**src/rtl/regfile_pkg.sv**
```systemverilog
// regfile_pkg: shared types for the multi-port register file and its clear sequencer.
package regfile_pkg;

    typedef enum logic [1:0] {
        CLR_IDLE,
        CLR_RUN,
        CLR_DONE
    } clr_state_t;

endpackage

```
**src/rtl/regfile_clear_seq.sv**
```systemverilog
// regfile_clear_seq: walks a pointer over every register to zero it, with busy/done handshake.
module regfile_clear_seq
    import regfile_pkg::*;
#(
    parameter int ADDR_W = 4
) (
    input  logic              clk,
    input  logic              rst_n,
    input  logic              clr_req_i,
    output logic              clr_busy_o,
    output logic              clr_done_o,
    output logic              clr_we_o,
    output logic [ADDR_W-1:0] clr_addr_o,
    output logic              write_block_o
);

    clr_state_t        state_q, state_d;
    logic [ADDR_W-1:0] ptr_q, ptr_d;
    logic              busy_q, done_q;

    always_comb begin
        state_d = state_q;
        ptr_d   = ptr_q;
        case (state_q)
            CLR_IDLE: begin
                if (clr_req_i) begin
                    state_d = CLR_RUN;
                    ptr_d   = '0;
                end
            end
            CLR_RUN: begin
                ptr_d = ptr_q + ADDR_W'(1);
                if (ptr_q == '1) state_d = CLR_DONE;
            end
            default: state_d = CLR_IDLE;
        endcase
    end

    // busy/done are registered decodes of the next state so they align with state_q
    always_ff @(posedge clk or negedge rst_n) begin
        if (!rst_n) begin
            state_q <= CLR_IDLE;
            ptr_q   <= '0;
            busy_q  <= 1'b0;
            done_q  <= 1'b0;
        end else begin
            state_q <= state_d;
            ptr_q   <= ptr_d;
            busy_q  <= (state_d == CLR_RUN);
            done_q  <= (state_d == CLR_DONE);
        end
    end

    assign clr_busy_o    = busy_q;
    assign clr_done_o    = done_q;
    assign clr_we_o      = (state_q == CLR_RUN);
    assign clr_addr_o    = ptr_q;
    assign write_block_o = (state_q != CLR_IDLE);

endmodule

```
**src/rtl/regfile_mp.sv**
```systemverilog
// regfile_mp: N_RD async read ports, one sync write port, optional bypass and hardwired zero,
// plus a sequenced bulk clear.
module regfile_mp
    import regfile_pkg::*;
#(
    parameter int DATA_W   = 8,
    parameter int ADDR_W   = 4,
    parameter int N_RD     = 2,
    parameter int ZERO_REG = 0,
    parameter int BYPASS   = 1
) (
    input  logic                     clk,
    input  logic                     rst_n,
    input  logic [N_RD*ADDR_W-1:0]   rd_addr,
    output logic [N_RD*DATA_W-1:0]   rd_data,
    input  logic                     wr_en,
    input  logic [ADDR_W-1:0]        wr_addr,
    input  logic [DATA_W-1:0]        wr_data,
    input  logic                     clr_req,
    output logic                     clr_busy,
    output logic                     clr_done
);

    localparam int DEPTH = 2 ** ADDR_W;

    logic [DATA_W-1:0] mem_q [DEPTH];
    logic              clr_we, write_block, wr_ok;
    logic [ADDR_W-1:0] clr_addr;

    regfile_clear_seq #(.ADDR_W(ADDR_W)) u_clr (
        .clk          (clk),
        .rst_n        (rst_n),
        .clr_req_i    (clr_req),
        .clr_busy_o   (clr_busy),
        .clr_done_o   (clr_done),
        .clr_we_o     (clr_we),
        .clr_addr_o   (clr_addr),
        .write_block_o(write_block)
    );

    assign wr_ok = wr_en && !write_block && !(ZERO_REG != 0 && wr_addr == '0);

    for (genvar r = 0; r < DEPTH; r++) begin : g_reg
        always_ff @(posedge clk or negedge rst_n) begin
            if (!rst_n) mem_q[r] <= '0;
            else if (clr_we && clr_addr == ADDR_W'(r)) mem_q[r] <= '0;
            else if (wr_ok && wr_addr == ADDR_W'(r)) mem_q[r] <= wr_data;
        end
    end

    // zero register dominates bypass, bypass dominates the stored value
    for (genvar p = 0; p < N_RD; p++) begin : g_rd
        logic [ADDR_W-1:0] ra;
        assign ra = rd_addr[p*ADDR_W +: ADDR_W];
        assign rd_data[p*DATA_W +: DATA_W] =
            (ZERO_REG != 0 && ra == '0)           ? '0      :
            (BYPASS != 0 && wr_ok && wr_addr == ra) ? wr_data :
                                                    mem_q[ra];
    end

endmodule
```
**config.mk**
```make
export PLATFORM = sky130hd
export DESIGN_NAME = regfile_mp
export DESIGN_NICKNAME = d
export VERILOG_FILES = /design/src/rtl/regfile_pkg.sv /design/src/rtl/regfile_clear_seq.sv /design/src/rtl/regfile_mp.sv
export SDC_FILE = /design/constraint.sdc
export NUM_CORES = 1
export LEC_CHECK = 0
export BUFFER_PORTS_ARGS = -buffer_cell sky130_fd_sc_hd__buf_2
export CAP_MARGIN = 20
export CORE_MARGIN = 4
export CORE_UTILIZATION = 50
export DETAILED_ROUTE_END_ITERATION = 12
export GPL_ROUTABILITY_DRIVEN = 0
export PLACE_DENSITY = 0.77
export RECOVER_POWER = 50
export SKIP_LAST_GASP = 1
export SYNTH_ARGS = -nofsm -noshare
export SYNTH_HDL_FRONTEND = slang
export SYNTH_SLANG_ARGS = --single-unit
```
**constraint.sdc**
```tcl
create_clock -name clk -period 2.6 [get_ports clk]
set_clock_uncertainty 0.1 [all_clocks]
set_input_delay 0.39 -clock clk [delete_from_list [all_inputs] [get_ports clk]]
set_output_delay 0.39 -clock clk [all_outputs]
set_load 0.005 [all_outputs]
```
Word level (Yosys, flattened, before mapping)
Index checks and enable logic that the tools add are counted.

Bits in registers: 136. Output and inout bits: 18. Word-level logic and storage cells: 164.

Add/subtract/negate cells: 1. Magnitude comparators: 2. Eq/ne operators: 36. Mux-type cells: 45. Bitwise operators: 2. Reductions and logical operators: 58.

Operators with widths (number): $mux 8 (38); $bmux 8 s4 (2); $eq 4x4->1 const B (16); $reduce_bool 2->1 (18); $logic_and 1x1->1 (35); $eq 4x3->1 const B (8); $eq 4x2->1 const B (4); $ge 5x5->1 const B (2); $not 4->5 (2); $eq 4x1->1 const B (2); $eq 4x4->1 (2); $logic_not 4->1 (2); $pmux 4 s2 (1); $add 4x1->4 const B (1); $eq 2x1->1 const B (2); $mux 2 (2); $mux 4 (1); $pmux 2 s2 (1); $eq 2x2->1 const B (1); $logic_not 2->1 (1); $ne 2x2->1 const B (1); $reduce_and 2->1 (1); $logic_not 1->1 (1).

Logic depth before layout (Yosys ltp)
Depth after elaboration: 6. Gate-level depth with buffers: 7. Gate-level depth less buffers: 5.

By module
A second synthesis with hierarchy kept.

Cell total of the unflattened synthesis: 546. Area total of the unflattened synthesis: 7770.0 um^2.

Modules (own cells, without submodules): regfile_mp (times used 1, cells each 518, area each 7424.6 um^2, seq. area each 3203.1 um^2); regfile_clear_seq (times used 1, cells each 28, area each 345.3 um^2, seq. area each 200.2 um^2).

Least setup slack after synthesis
OpenSTA, ideal clock, no wires.

Kind: input-to-output. From: in rd_addr[5]. To: out rd_data[10]. Arrival: 1.947 ns. Required time: 2.110 ns. Path slack: 0.163 ns. Cell stages on the path: 5. Path through: clkbuf_1 -> xnor2_1 -> nand2_1 -> nor4_2 -> mux2_2.

Word-level cells in the longest chain between the ends: 5.

Ends and longest elaborated chain: start: declaration (line regfile_mp.sv:14) `input logic [N_RD*ADDR_W-1:0] rd_addr,`; $not 4->5 (not written as such) (line regfile_mp.sv:58) `mem_q[ra];`; $bmux 8 s4 (line regfile_mp.sv:58); $mux 8 (not written as such) (2 in series) (line regfile_mp.sv:58); $mux 8 * (line regfile_mp.sv:57) `(BYPASS != 0 && wr_ok && wr_addr == ra) ? wr_data :`; end: declaration (line regfile_mp.sv:15) `output logic [N_RD*DATA_W-1:0] rd_data,`.

Every way passes the cells marked *; elsewhere a longest branch is shown, timed or not. The select of a mux whose other input is x is not followed.

Worst setup path after layout
From: reg u_clr.state_q[0]. To: out rd_data[10].

Word-level cells in the longest chain between the ends: 5.

Ends and longest elaborated chain: start: declaration (line regfile_clear_seq.sv:17) `clr_state_t state_q, state_d;`; start signal: assignment (line regfile_clear_seq.sv:47) `state_q <= state_d;`; $reduce_bool 2->1 (line regfile_clear_seq.sv:58) `assign write_block_o = (state_q != CLR_IDLE);`; $logic_not 1->1 (line regfile_mp.sv:41) `assign wr_ok = wr_en && !write_block && !(ZERO_REG != 0 && wr_addr == '0);`; $logic_and 1x1->1 (line regfile_mp.sv:41); $logic_and 1x1->1 (line regfile_mp.sv:57); $mux 8 (line regfile_mp.sv:57).

Every way passes these cells.

==> results.cfg <==
[status]
status = finished, violations left
violations = setup timing

[route]
wl_met2_um = 10700
antenna_left = 0
top_layer = met4
wl_um = 22300
wl_met1_um = 8970
wire_per_inst_um = 28.0
vias = 5678
met3_length_um = 2290
firstDrtPassIters = 7
drc = 0
drt_iter0_markers = 776
viasPerCell = 7.12

[sta]
relSlewSlack_pct = 21.6
fin_crit_sh_pct = 101
max_freq_mhz = 383
setup_viol_count_final = 2
slew_viol_final = 0
fin_ws_ns = -0.0140
fin_crit_ns = 2.61
tightest_slew_ns = 1.18
rsz0062_at_grt = true
hold_violations = 0

[die]
io_pins = 42
dieArea_um2 = 17400
dieWidth_um = 132
rows = 45
start_util_pct = 50.7
die_y_um = 132
coreArea_um2 = 15100

[logic_synthesis]
synth_nets = 565
synth_area_um2 = 7680
synthSimpleGateAreaFrac_pct = 6.04
synth_edf_count = 0
synth_top_family_by_area = multiplexers
ys_types = 39
syn-instance-count = 537
async_flop_share_pct = 100
synth_fa_ha_area_share_pct = 0.651
avgSynthCellArea_um2 = 14.3
synth_ff_type = dfrtp_1
yosysMostFrequentCell = dfrtp_1
synth_area_leader_cell = dfrtp_1
synth-compound-area-share_pct = 15.0
yosysSeqAreaShare_pct = 44.3
ys_seq_elements = 136
synth_top_area_share_pct = 44.3
synth_common_cells = 136 x dfrtp_1, 115 x a22o_1, 64 x mux2i_1, 64 x mux4_2, 28 x clkbuf_1
synth.area.mux_share_pct = 29.7
netlist_top_cells_area = dfrtp_1 44%, mux4_2 19%, a22o_1 13%
yosys_warnings = 0
synth-xor-area-share_pct = 0.912

[hold_path]
hp-class = primary input to register

[placed_design]
place_inst = 761
io_buffers = 41
dp_hpwl_um = 15300

[job]
cap_violations = 0

[clock_tree]
ctsHtreeMaxLevel = 4
cts_max_path_buffers = 2
cts_made_buffers = 17
cts.sinks = 136
clockRootBuffer = clkbuf_16
clk_pin_slew_worst_paths_ns = 0.06
clk_latency_ns = 0.42
cts_tree = built

[setup_path]
r2r_slack_ns = 0.44
cp.required_ns = 2.11
cp_top_family = simple AND/OR/NAND/NOR gates
r2r_start = u_clr.state_q[0]
cp.depth = 6
cp-endpoint = rd_data[10]
path_cells = nor3b_2 -> nand2_1 -> nor4_2 -> buf_4 -> mux2_2 -> buf_2
startpoint = u_clr.state_q[0]
critical_path_class = register to primary output
critPathSlowestCell = dfrtp_2
end_kind = primary output
rr_worst_depth = 5
critical_path_buf_inv_count = 2
critical_path.max_stage_delay_ns = 0.44
critPathLaunchType = register
worstPathMaxFanout = 8
worstPathArrival_ns = 2.12
worstReg2RegEnd = mem_q[116]

[global_routing]
grt_pass1_vias = 5972
grt_max_degree = 51
antenna_found_initial = 0
grt_usage_pct = 26.3
grt_first_pass_wirelength_um = 35400
grt-ovfl-total = 0

[power]
p_int_mw = 5.64
sw_frac_of_total_pct = 32.0
pwr-share-seq_pct = 38.8
pwr-share-clk_pct = 32.3
power.leakage_nw = 4.16
power_switching_mw = 2.66
power_density_nw_per_um2 = 914
max-vdd-ir-drop_mv = 0.705
combPwrFrac_pct = 28.9

[cells_and_area]
utilization_pct = 59.9
layout-drive-gt1-share_pct = 40.0
num_antenna_cells = 0
fin_nets = 625
syn_to_final_growth_pct = 18.1
fin_cells = 798
## flip-flops by register name (all words and copies together), names as in the netlist
name / flops
u_clr.clr_addr_o: 4
mem_q: 128
u_clr.clr_done_o: 1
u_clr.clr_busy_o: 1
u_clr.state_q: 2
## layer usage
layer	GRT usage, %	vias to the layer above
li1	-	2290
met1	36.1	2968
met2	41.9	367
met3	7.71	53
met4	6.30	0
met5	0	-
## worst min-delay path by stage
| stage | start | to | slack, ns | cells after the start |
|---|---|---|---|---|
| after floorplan | rst_n | mem_q[0] | -0.006 | 0 |
| final | clr_req | u_clr.clr_busy_o | 0.34 | 3 |
| after detailed placement | rst_n | mem_q[125] | 0.20 | 1 |
| after global routing | wr_data[2] | mem_q[42] | 0.37 | 2 |
| after CTS | rst_n | mem_q[125] | 0.29 | 2 |
| after global placement | rst_n | mem_q[51] | 0.19 | 1 |
## power by group through the flow
stage                     combinational [mW]  clock [mW]  sequential (mW)
after floorplan                         1.70           0             2.98
after global placement                  2.20           0             3.16
after detailed placement                2.28           0             3.22
after CTS                               2.32        2.70             3.20
after global routing                    2.56        2.81             3.28
final                                   2.40        2.68             3.21
## final cells by class
type | count | area (µm²)
Clock inverter | 14 | 223
Timing Repair Buffer | 94 | 704
Inverter | 3 | 11.3
Multi-Input combinational cell | 345 | 4060
Tap cell | 188 | 235
Clock buffer | 18 | 429
Sequential cell | 136 | 3410
Fill cell | 1143 | 6070
## kinds of logic after synthesis
logic type / Yosys count
AO/OA/AOI/OAI: 133
XOR/XNOR: 8
adder cells (fa/ha/maj): 4
buffers and inverters: 56
flip-flops: 136
multiplexers: 146
AND/OR/NAND/NOR: 54
## what timing repair did
| action | in CTS | in global routing |
|---|---|---|
| hold buffers | 1 | 0 |
| setup buffers | 0 | 4 |
| setup endpoints to repair | 16 | 16 |
| resized for setup | 4 | 14 |
| pin swaps | 1 | 1 |
| endpoints found under the hold margin | 18 | 0 |
## worst reg2reg max path, cell delays in order (launching register included)
cell,delay [ns]
dfrtp_2,0.44
or4b_4,0.70
nor3_4,0.20
buf_4,0.24
mux2i_1,0.30
nor2_2,0.05
## cells in the final DEF (no fill, tap or decap), types with 2 or more instances in the layout
cell	instances
and4_1	2
mux2i_1	61
a21oi_1	2
mux2_2	12
a21oi_2	4
and2_1	2
nor3_2	5
nor4_4	3
bufinv_16	5
buf_2	35
mux4_2	64
xnor2_1	2
clkbuf_4	2
a41oi_1	3
nor2_1	10
nor4_2	3
a31oi_2	3
inv_1	2
mux2_4	6
buf_6	5
a31oi_1	4
xor2_1	6
mux2i_2	3
dfrtp_1	134
clkinvlp_4	2
a22o_1	115
buf_4	42
nor2b_1	3
inv_6	2
clkbuf_16	17
clkinv_4	4
nand2_1	3
nor2_2	8
nor3_4	6
buf_12	6
dfrtp_2	2
ha_1	4
clkbuf_1	3
nand2b_1	2
## through the flow
| step | hold WS, ns | TNS, ns | setup slack, ns | area [µm²] | total power [mW] |
|---|---|---|---|---|---|
| 2_1_floorplan | -0.00559 | 0 | 0.163 | 7680 | 4.68 |
| 3_3_place_gp | 0.193 | -0.0232 | -0.0232 | 8330 | 5.36 |
| 3_5_place_dp | 0.197 | -0.00393 | -0.00393 | 8330 | 5.50 |
| 4_1_cts | 0.293 | 0 | 0.00141 | 9000 | 8.22 |
| 5_1_grt | 0.367 | -0.799 | -0.100 | 9070 | 8.65 |
| 6_report | 0.343 | -0.0169 | -0.0140 | 9070 | 8.30 |
No activity file was read; power rests on OpenSTA's default activity.
